`src/rtl/ps2_host_tx_if.sv`:
```
// ps2_host_tx_if: command handshake and PS/2 pin bundle for ps2_host_tx.
// master = system side (drives tx_data/tx_start and raw pins), slave = transmitter.
interface ps2_host_tx_if;
  logic [7:0] tx_data;
  logic       tx_start;
  logic       tx_busy;
  logic       tx_done;
  logic       tx_ack;
  logic       tx_err;
  logic       ps2k_clk;
  logic       ps2k_data;
  logic       ps2k_clk_oe;
  logic       ps2k_data_oe;

  modport master (
    output tx_data,
    output tx_start,
    output ps2k_clk,
    output ps2k_data,
    input  tx_busy,
    input  tx_done,
    input  tx_ack,
    input  tx_err,
    input  ps2k_clk_oe,
    input  ps2k_data_oe
  );

  modport slave (
    input  tx_data,
    input  tx_start,
    input  ps2k_clk,
    input  ps2k_data,
    output tx_busy,
    output tx_done,
    output tx_ack,
    output tx_err,
    output ps2k_clk_oe,
    output ps2k_data_oe
  );
endinterface

```
`src/rtl/ps2_host_tx.sv`:
```
// ps2_host_tx: PS/2 host-to-device command byte transmitter.
// Ports: clk, rst_n (sync active-low); bus (slave): tx_data/tx_start in,
//   tx_busy/tx_done/tx_ack/tx_err out, raw ps2k_clk/ps2k_data in,
//   ps2k_clk_oe/ps2k_data_oe out (1 = pull line low).
module ps2_host_tx #(
  parameter int unsigned INHIBIT_CYC = 5000,
  parameter int unsigned TIMEOUT_CYC = 750000,
  parameter int unsigned CNT_W       = 20
) (
  input logic         clk,
  input logic         rst_n,
  ps2_host_tx_if.slave bus
);

  typedef enum logic [2:0] {
    S_IDLE,
    S_INHIBIT,
    S_REQ,
    S_SEND,
    S_ACK,
    S_WAIT
  } state_t;

  localparam logic [CNT_W-1:0] INH_LAST =
    CNT_W'(INHIBIT_CYC - 1);
  localparam logic [CNT_W-1:0] TO_LAST =
    CNT_W'(TIMEOUT_CYC - 1);
  localparam logic [CNT_W-1:0] CNT_ONE =
    CNT_W'(1);

  state_t           state;
  logic [2:0]       clk_sy;
  logic [1:0]       dat_sy;
  logic [CNT_W-1:0] cnt;
  logic [7:0]       byte_q;
  logic [3:0]       idx;
  logic             ack_q;

  logic clk_oe;
  logic data_oe;
  logic busy;
  logic done;
  logic ack;
  logic err;

  logic clk_s;
  logic dat_s;
  logic fall;
  logic bus_idle;
  logic timed;
  logic abort;
  logic bit_cur;

  assign clk_s    = clk_sy[1];
  assign dat_s    = dat_sy[1];
  assign fall     = clk_sy[2] & ~clk_sy[1];
  assign bus_idle = clk_s & dat_s;

  assign timed = (state == S_SEND) ||
                 (state == S_ACK)  ||
                 (state == S_WAIT);

  // A device edge restarts the window, and a released bus in
  // WAIT completes the transfer, so neither may race the timeout.
  assign abort = timed && !fall &&
                 (cnt == TO_LAST) &&
                 !((state == S_WAIT) && bus_idle);

  // Frame after the start bit: 8 data LSB first, odd parity, stop.
  always_comb begin
    bit_cur = 1'b1;
    if (idx < 4'd8)
      bit_cur = byte_q[idx[2:0]];
    else if (idx == 4'd8)
      bit_cur = ~^byte_q;
  end

  always_ff @(posedge clk) begin
    if (!rst_n) begin
      state   <= S_IDLE;
      clk_sy  <= '1;
      dat_sy  <= '1;
      cnt     <= '0;
      byte_q  <= '0;
      idx     <= '0;
      ack_q   <= 1'b0;
      clk_oe  <= 1'b0;
      data_oe <= 1'b0;
      busy    <= 1'b0;
      done    <= 1'b0;
      ack     <= 1'b0;
      err     <= 1'b0;
    end else begin
      clk_sy <= {clk_sy[1:0], bus.ps2k_clk};
      dat_sy <= {dat_sy[0], bus.ps2k_data};
      done   <= 1'b0;
      ack    <= 1'b0;
      err    <= 1'b0;

      if (abort) begin
        clk_oe  <= 1'b0;
        data_oe <= 1'b0;
        busy    <= 1'b0;
        done    <= 1'b1;
        err     <= 1'b1;
        cnt     <= '0;
        state   <= S_IDLE;
      end else begin
        unique case (state)
          S_IDLE: begin
            clk_oe  <= 1'b0;
            data_oe <= 1'b0;
            cnt     <= '0;
            if (bus.tx_start) begin
              byte_q <= bus.tx_data;
              clk_oe <= 1'b1;
              busy   <= 1'b1;
              state  <= S_INHIBIT;
            end
          end

          S_INHIBIT: begin
            if (cnt == INH_LAST) begin
              data_oe <= 1'b1;
              cnt     <= '0;
              state   <= S_REQ;
            end else begin
              cnt <= cnt + CNT_ONE;
            end
          end

          S_REQ: begin
            clk_oe <= 1'b0;
            cnt    <= '0;
            idx    <= '0;
            state  <= S_SEND;
          end

          S_SEND: begin
            if (fall) begin
              data_oe <= ~bit_cur;
              idx     <= idx + 4'd1;
              cnt     <= '0;
              if (idx == 4'd9)
                state <= S_ACK;
            end else begin
              cnt <= cnt + CNT_ONE;
            end
          end

          S_ACK: begin
            if (fall) begin
              ack_q <= ~dat_s;
              cnt   <= '0;
              state <= S_WAIT;
            end else begin
              cnt <= cnt + CNT_ONE;
            end
          end

          S_WAIT: begin
            if (bus_idle) begin
              busy  <= 1'b0;
              done  <= 1'b1;
              ack   <= ack_q;
              err   <= ~ack_q;
              cnt   <= '0;
              state <= S_IDLE;
            end else if (fall) begin
              cnt <= '0;
            end else begin
              cnt <= cnt + CNT_ONE;
            end
          end

          default: begin
            clk_oe  <= 1'b0;
            data_oe <= 1'b0;
            busy    <= 1'b0;
            state   <= S_IDLE;
          end
        endcase
      end
    end
  end

  assign bus.ps2k_clk_oe  = clk_oe;
  assign bus.ps2k_data_oe = data_oe;
  assign bus.tx_busy      = busy;
  assign bus.tx_done      = done;
  assign bus.tx_ack       = ack;
  assign bus.tx_err       = err;

endmodule

```
`src/flat_wrapper.sv`:
```
// flat-port wrapper written by rule: the top's interface ports become plain ports
module ps2_host_tx_flat 
#(
  parameter int unsigned INHIBIT_CYC = 5000,
  parameter int unsigned TIMEOUT_CYC = 750000,
  parameter int unsigned CNT_W       = 20
)
  (clk, rst_n, bus_tx_data, bus_tx_start, bus_ps2k_clk, bus_ps2k_data, bus_tx_busy, bus_tx_done, bus_tx_ack, bus_tx_err, bus_ps2k_clk_oe, bus_ps2k_data_oe);
  ps2_host_tx_if bus_i ();
  input logic clk;
  input logic rst_n;
  input wire logic [$bits(bus_i.tx_data)-1:0] bus_tx_data;
  input wire logic [$bits(bus_i.tx_start)-1:0] bus_tx_start;
  input wire logic [$bits(bus_i.ps2k_clk)-1:0] bus_ps2k_clk;
  input wire logic [$bits(bus_i.ps2k_data)-1:0] bus_ps2k_data;
  output wire logic [$bits(bus_i.tx_busy)-1:0] bus_tx_busy;
  output wire logic [$bits(bus_i.tx_done)-1:0] bus_tx_done;
  output wire logic [$bits(bus_i.tx_ack)-1:0] bus_tx_ack;
  output wire logic [$bits(bus_i.tx_err)-1:0] bus_tx_err;
  output wire logic [$bits(bus_i.ps2k_clk_oe)-1:0] bus_ps2k_clk_oe;
  output wire logic [$bits(bus_i.ps2k_data_oe)-1:0] bus_ps2k_data_oe;
  assign bus_i.tx_data = bus_tx_data;
  assign bus_i.tx_start = bus_tx_start;
  assign bus_i.ps2k_clk = bus_ps2k_clk;
  assign bus_i.ps2k_data = bus_ps2k_data;
  assign bus_tx_busy = bus_i.tx_busy;
  assign bus_tx_done = bus_i.tx_done;
  assign bus_tx_ack = bus_i.tx_ack;
  assign bus_tx_err = bus_i.tx_err;
  assign bus_ps2k_clk_oe = bus_i.ps2k_clk_oe;
  assign bus_ps2k_data_oe = bus_i.ps2k_data_oe;
  ps2_host_tx #(.INHIBIT_CYC(INHIBIT_CYC), .TIMEOUT_CYC(TIMEOUT_CYC), .CNT_W(CNT_W)) u_core (.clk(clk), .rst_n(rst_n), .bus(bus_i));
endmodule
```
`config.mk`:
```
export PLATFORM = sky130hd
export DESIGN_NAME = ps2_host_tx_flat
export DESIGN_NICKNAME = d
export VERILOG_FILES = /design/src/rtl/ps2_host_tx_if.sv /design/src/rtl/ps2_host_tx.sv /design/src/flat_wrapper.sv
export SDC_FILE = /design/constraint.sdc
export NUM_CORES = 1
export LEC_CHECK = 0
export ABC_CLOCK_PERIOD_IN_PS = 1900
export BUFFER_PORTS_ARGS = -buffer_cell sky130_fd_sc_hd__buf_4
export CAP_MARGIN = 20
export CORE_UTILIZATION = 59
export CTS_CLUSTER_SIZE = 8
export DETAILED_ROUTE_END_ITERATION = 10
export PLACE_DENSITY = 0.9
export SKIP_CTS_REPAIR_TIMING = 1
export SYNTH_ARGS = -nofsm -noshare
export SYNTH_HDL_FRONTEND = slang
export SYNTH_SLANG_ARGS = --single-unit
```
`constraint.sdc`:
```
create_clock -name clk -period 1.9 [get_ports clk]
set_input_delay 0.57 -clock clk [delete_from_list [all_inputs] [get_ports clk]]
set_output_delay 0.57 -clock clk [all_outputs]
set_load 0.02 [all_outputs]
```
==> flow_metrics.py <==
metrics = {
    "logic_synthesis": {
        "synth_top_area_frac": 0.401,
        "synth_area_leaders": "dfxtp_1 40%, xnor2_1 7.1%, nor2_1 6.6%",
        "yosys_warnings": 0,
        "syn_inst": 280,
        "synth_edf_count": 0,
        "synth_most_common_cell": "dfxtp_1",
        "ys.flop_type": "dfxtp_1",
        "synth_cell_type_count": 50,
        "synth_seq_area_share": 0.401,
        "synthArstFlopShare": 0,
        "synth_top_cells_by_count": "47 x dfxtp_1, 41 x nor2_1, 39 x nand2_1",
        "netlist_area_sq_um": 2350,
        "synth_area_per_cell_sq_um": 8.39,
        "syn_nets": 296,
        "ys_seq_elements": 47,
        "synth_top_area_cell": "dfxtp_1",
    },
    "status": {
        "status": "finished, final reports clean",
    },
    "clock_network": {
        "cts_buffers": 5,
        "clock_latency_ns": 0.30,
        "cts_sinks": 47,
        "clk_transition_reported_paths_ns": 0.08,
        "htree_levels": 2,
        "clockBufferDepth": 2,
        "cts_tree": "done",
        "root_buffer": "clkbuf_8",
    },
    "critical_path": {
        "cp.depth": 7,
        "critPathRequiredTime_ns": 2.09,
        "cp_num_buf_inv": 1,
        "rr_worst_depth": 7,
        "cp_top_family": "simple AND/OR/NAND/NOR gates",
        "crit_chain": "ha_4 -> nand4_1 -> or2_4 -> o31a_2 -> o21bai_4 -> buf_6 -> nor2_1",
        "cp_max_fo": 7,
        "start_kind": "register",
        "worst_ep_arrival_time_ns": 2.08,
        "cp_slowest_stage_delay_ns": 0.37,
        "criticalPathCategory": "reg -> reg",
        "slowest_stage": "dfxtp_2",
        "end_kind": "register",
    },
    "place": {
        "dp_hpwl_mm": 3.62,
        "postPlaceCellArea_sq_um": 2540,
        "gp_congestion": 0.872,
        "io_buffers": 18,
        "dpl.cell_count": 346,
    },
    "routing": {
        "drtPass1Iterations": 5,
        "ant_nets": 0,
        "vias": 2046,
        "via_per_inst": 5.76,
        "post_drt_wl_per_cell_microns": 14.7,
        "drc": 0,
        "drt-total-wl_mm": 5.20,
        "drtIter0Drc": 134,
    },
    "power": {
        "power_density_nw_per_um2": 692,
        "ir_worst_vdd_v": 0.000583,
        "total_power_mw": 1.86,
        "leakage_nw": 0.943,
    },
    "timing": {
        "setup_viol": 0,
        "worstMarginPinSlew_ns": 0.390,
        "fin_worst_skew_ns": 0.00679,
        "fmax_mhz": 531,
        "drv_slew": 0,
        "finalHoldViolCount": 0,
        "rsz0062_at_grt": "true",
        "relSlewSlack": 0.739,
        "layout_min_cycle_time_ns": 1.88,
        "finalCritPeriodShare": 0.992,
    },
    "floorplan": {
        "start_util": 0.627,
        "core-area_sq_um": 3740,
        "std_cell_rows": 22,
        "io_pins": 19,
        "fp.dieH_microns": 65.1,
        "fp.dieW_microns": 65.1,
        "dieArea_sq_um": 4240,
    },
    "final_layout": {
        "finalNetCount": 322,
        "num_antenna_cells": 0,
        "stdcell_area_sq_um": 2690,
        "syn_to_final_growth_pct": 14.7,
        "final_cells": 355,
        "drive_gt1_frac": 0.179,
    },
    "global_route": {
        "antenna_found_initial": 0,
        "grtUsageTotal": 0.256,
        "grt_pass1_wl_mm": 8.31,
        "grt_max_degree": 16,
        "grt_pass1_vias": 1978,
        "grt_overflow": 0,
    },
    "job": {
        "drv_cap": 0,
    },
    "min_path": {
        "hp-class": "reg -> reg",
        "whs_path_depth": 1,
    },
}
cells in the final DEF, fill, tap and decap left out, types with 2 or more instances in the layout:
cell      count
xor2_1        7
nand3_1       8
nand2b_1     11
o21ai_0       6
nor2b_1       3
nand2_1      39
a211oi_1      5
nor3_1       10
nand3b_1      4
mux2_2        2
buf_6         3
and2_1        2
clkbuf_8      7
dfxtp_2       2
nor4_1        2
dfxtp_1      45
and3_1        3
nand4_1       6
and3b_1       2
xnor2_1      19
ha_1          2
nor2_1       41
inv_1         5
a21oi_1      20
and3_2        2
buf_4        26
cell type report:
cell class	count	area [sq um]
multi-input combinational	218	1340
inverter	5	18.8
timing repair buffer	29	229
clock buffer	8	100
tap	48	60.1
sequential	47	943
fill	295	1050
registers in the layout (all words and copies together), names as in the netlist:
signal and count:
u_core.cnt 20, u_core.byte_q 8, u_core.idx 4, u_core.clk_sy 3
u_core.state 3, u_core.dat_sy 2, u_core.ack_q 1, u_core.bus.ps2k_clk_oe 1
u_core.bus.ps2k_data_oe 1, u_core.bus.tx_ack 1, u_core.bus.tx_busy 1, u_core.bus.tx_done 1
u_core.bus.tx_err 1
worst reg2reg max path, delay by kind of cell, from the launching register on:
| kind | cells | cell delay, ns |
|---|---|---|
| adders and majority gates | 1 | 0.15 |
| DFF | 1 | 0.37 |
| AOI/OAI and AO/OA | 2 | 0.52 |
| buffers and inverters | 1 | 0.16 |
| and+or+nand+nor | 3 | 0.59 |
per-layer routing:
layer  part of all wire  vias up  GRT usage
li1                   -     1013          -
met1               0.45      960      0.302
met2               0.48       57      0.430
met3              0.049       16     0.0660
met4              0.022        0      0.125
met5                  0        -          0
report_power, final:
| part | switching (mW) | total (mW) | leakage (nW) | internal (mW) |
|---|---|---|---|---|
| Sequential | 0.0212 | 1.03 | 0.383 | 1.01 |
| Clock | 0.319 | 0.652 | 0.0515 | 0.332 |
| Combinational | 0.0910 | 0.182 | 0.508 | 0.0913 |
| Total | 0.432 | 1.86 | 0.943 | 1.43 |
cell families (layout without fill, tap and decap cells):
group	after synthesis	in the layout	share of synthesized area
simple gates	144	144	0.313
flops	47	47	0.401
compound gates	41	41	0.110
xor+xnor	26	26	0.0970
buf+inv	15	42	0.0400
mux	4	4	0.0234
fa+ha+maj	3	3	0.0160
per-stage QoR:
step                      TNS [ns]  worst slack (ns)  hold slack, ns  utilization
final                            0            0.0152           0.413        0.719
after global routing        -0.461           -0.0384           0.441        0.719
after CTS                  -0.0124          -0.00573           0.416        0.706
after detailed placement         0           0.00228           0.397        0.679
after global placement           0            0.0990           0.388        0.679
after floorplan                  0             0.182           0.386            -
worst paths after layout:
path / start / to / slack, ns
hold reg to reg: u_core.dat_sy[0] / u_core.dat_sy[1] / 0.41
setup / recovery: u_core.cnt[0] / u_core.cnt[10] / 0.02
setup reg to reg: u_core.cnt[0] / u_core.cnt[10] / 0.02
hold / removal: u_core.dat_sy[0] / u_core.dat_sy[1] / 0.41
Note: power is estimated with default switching activity, not from simulation.
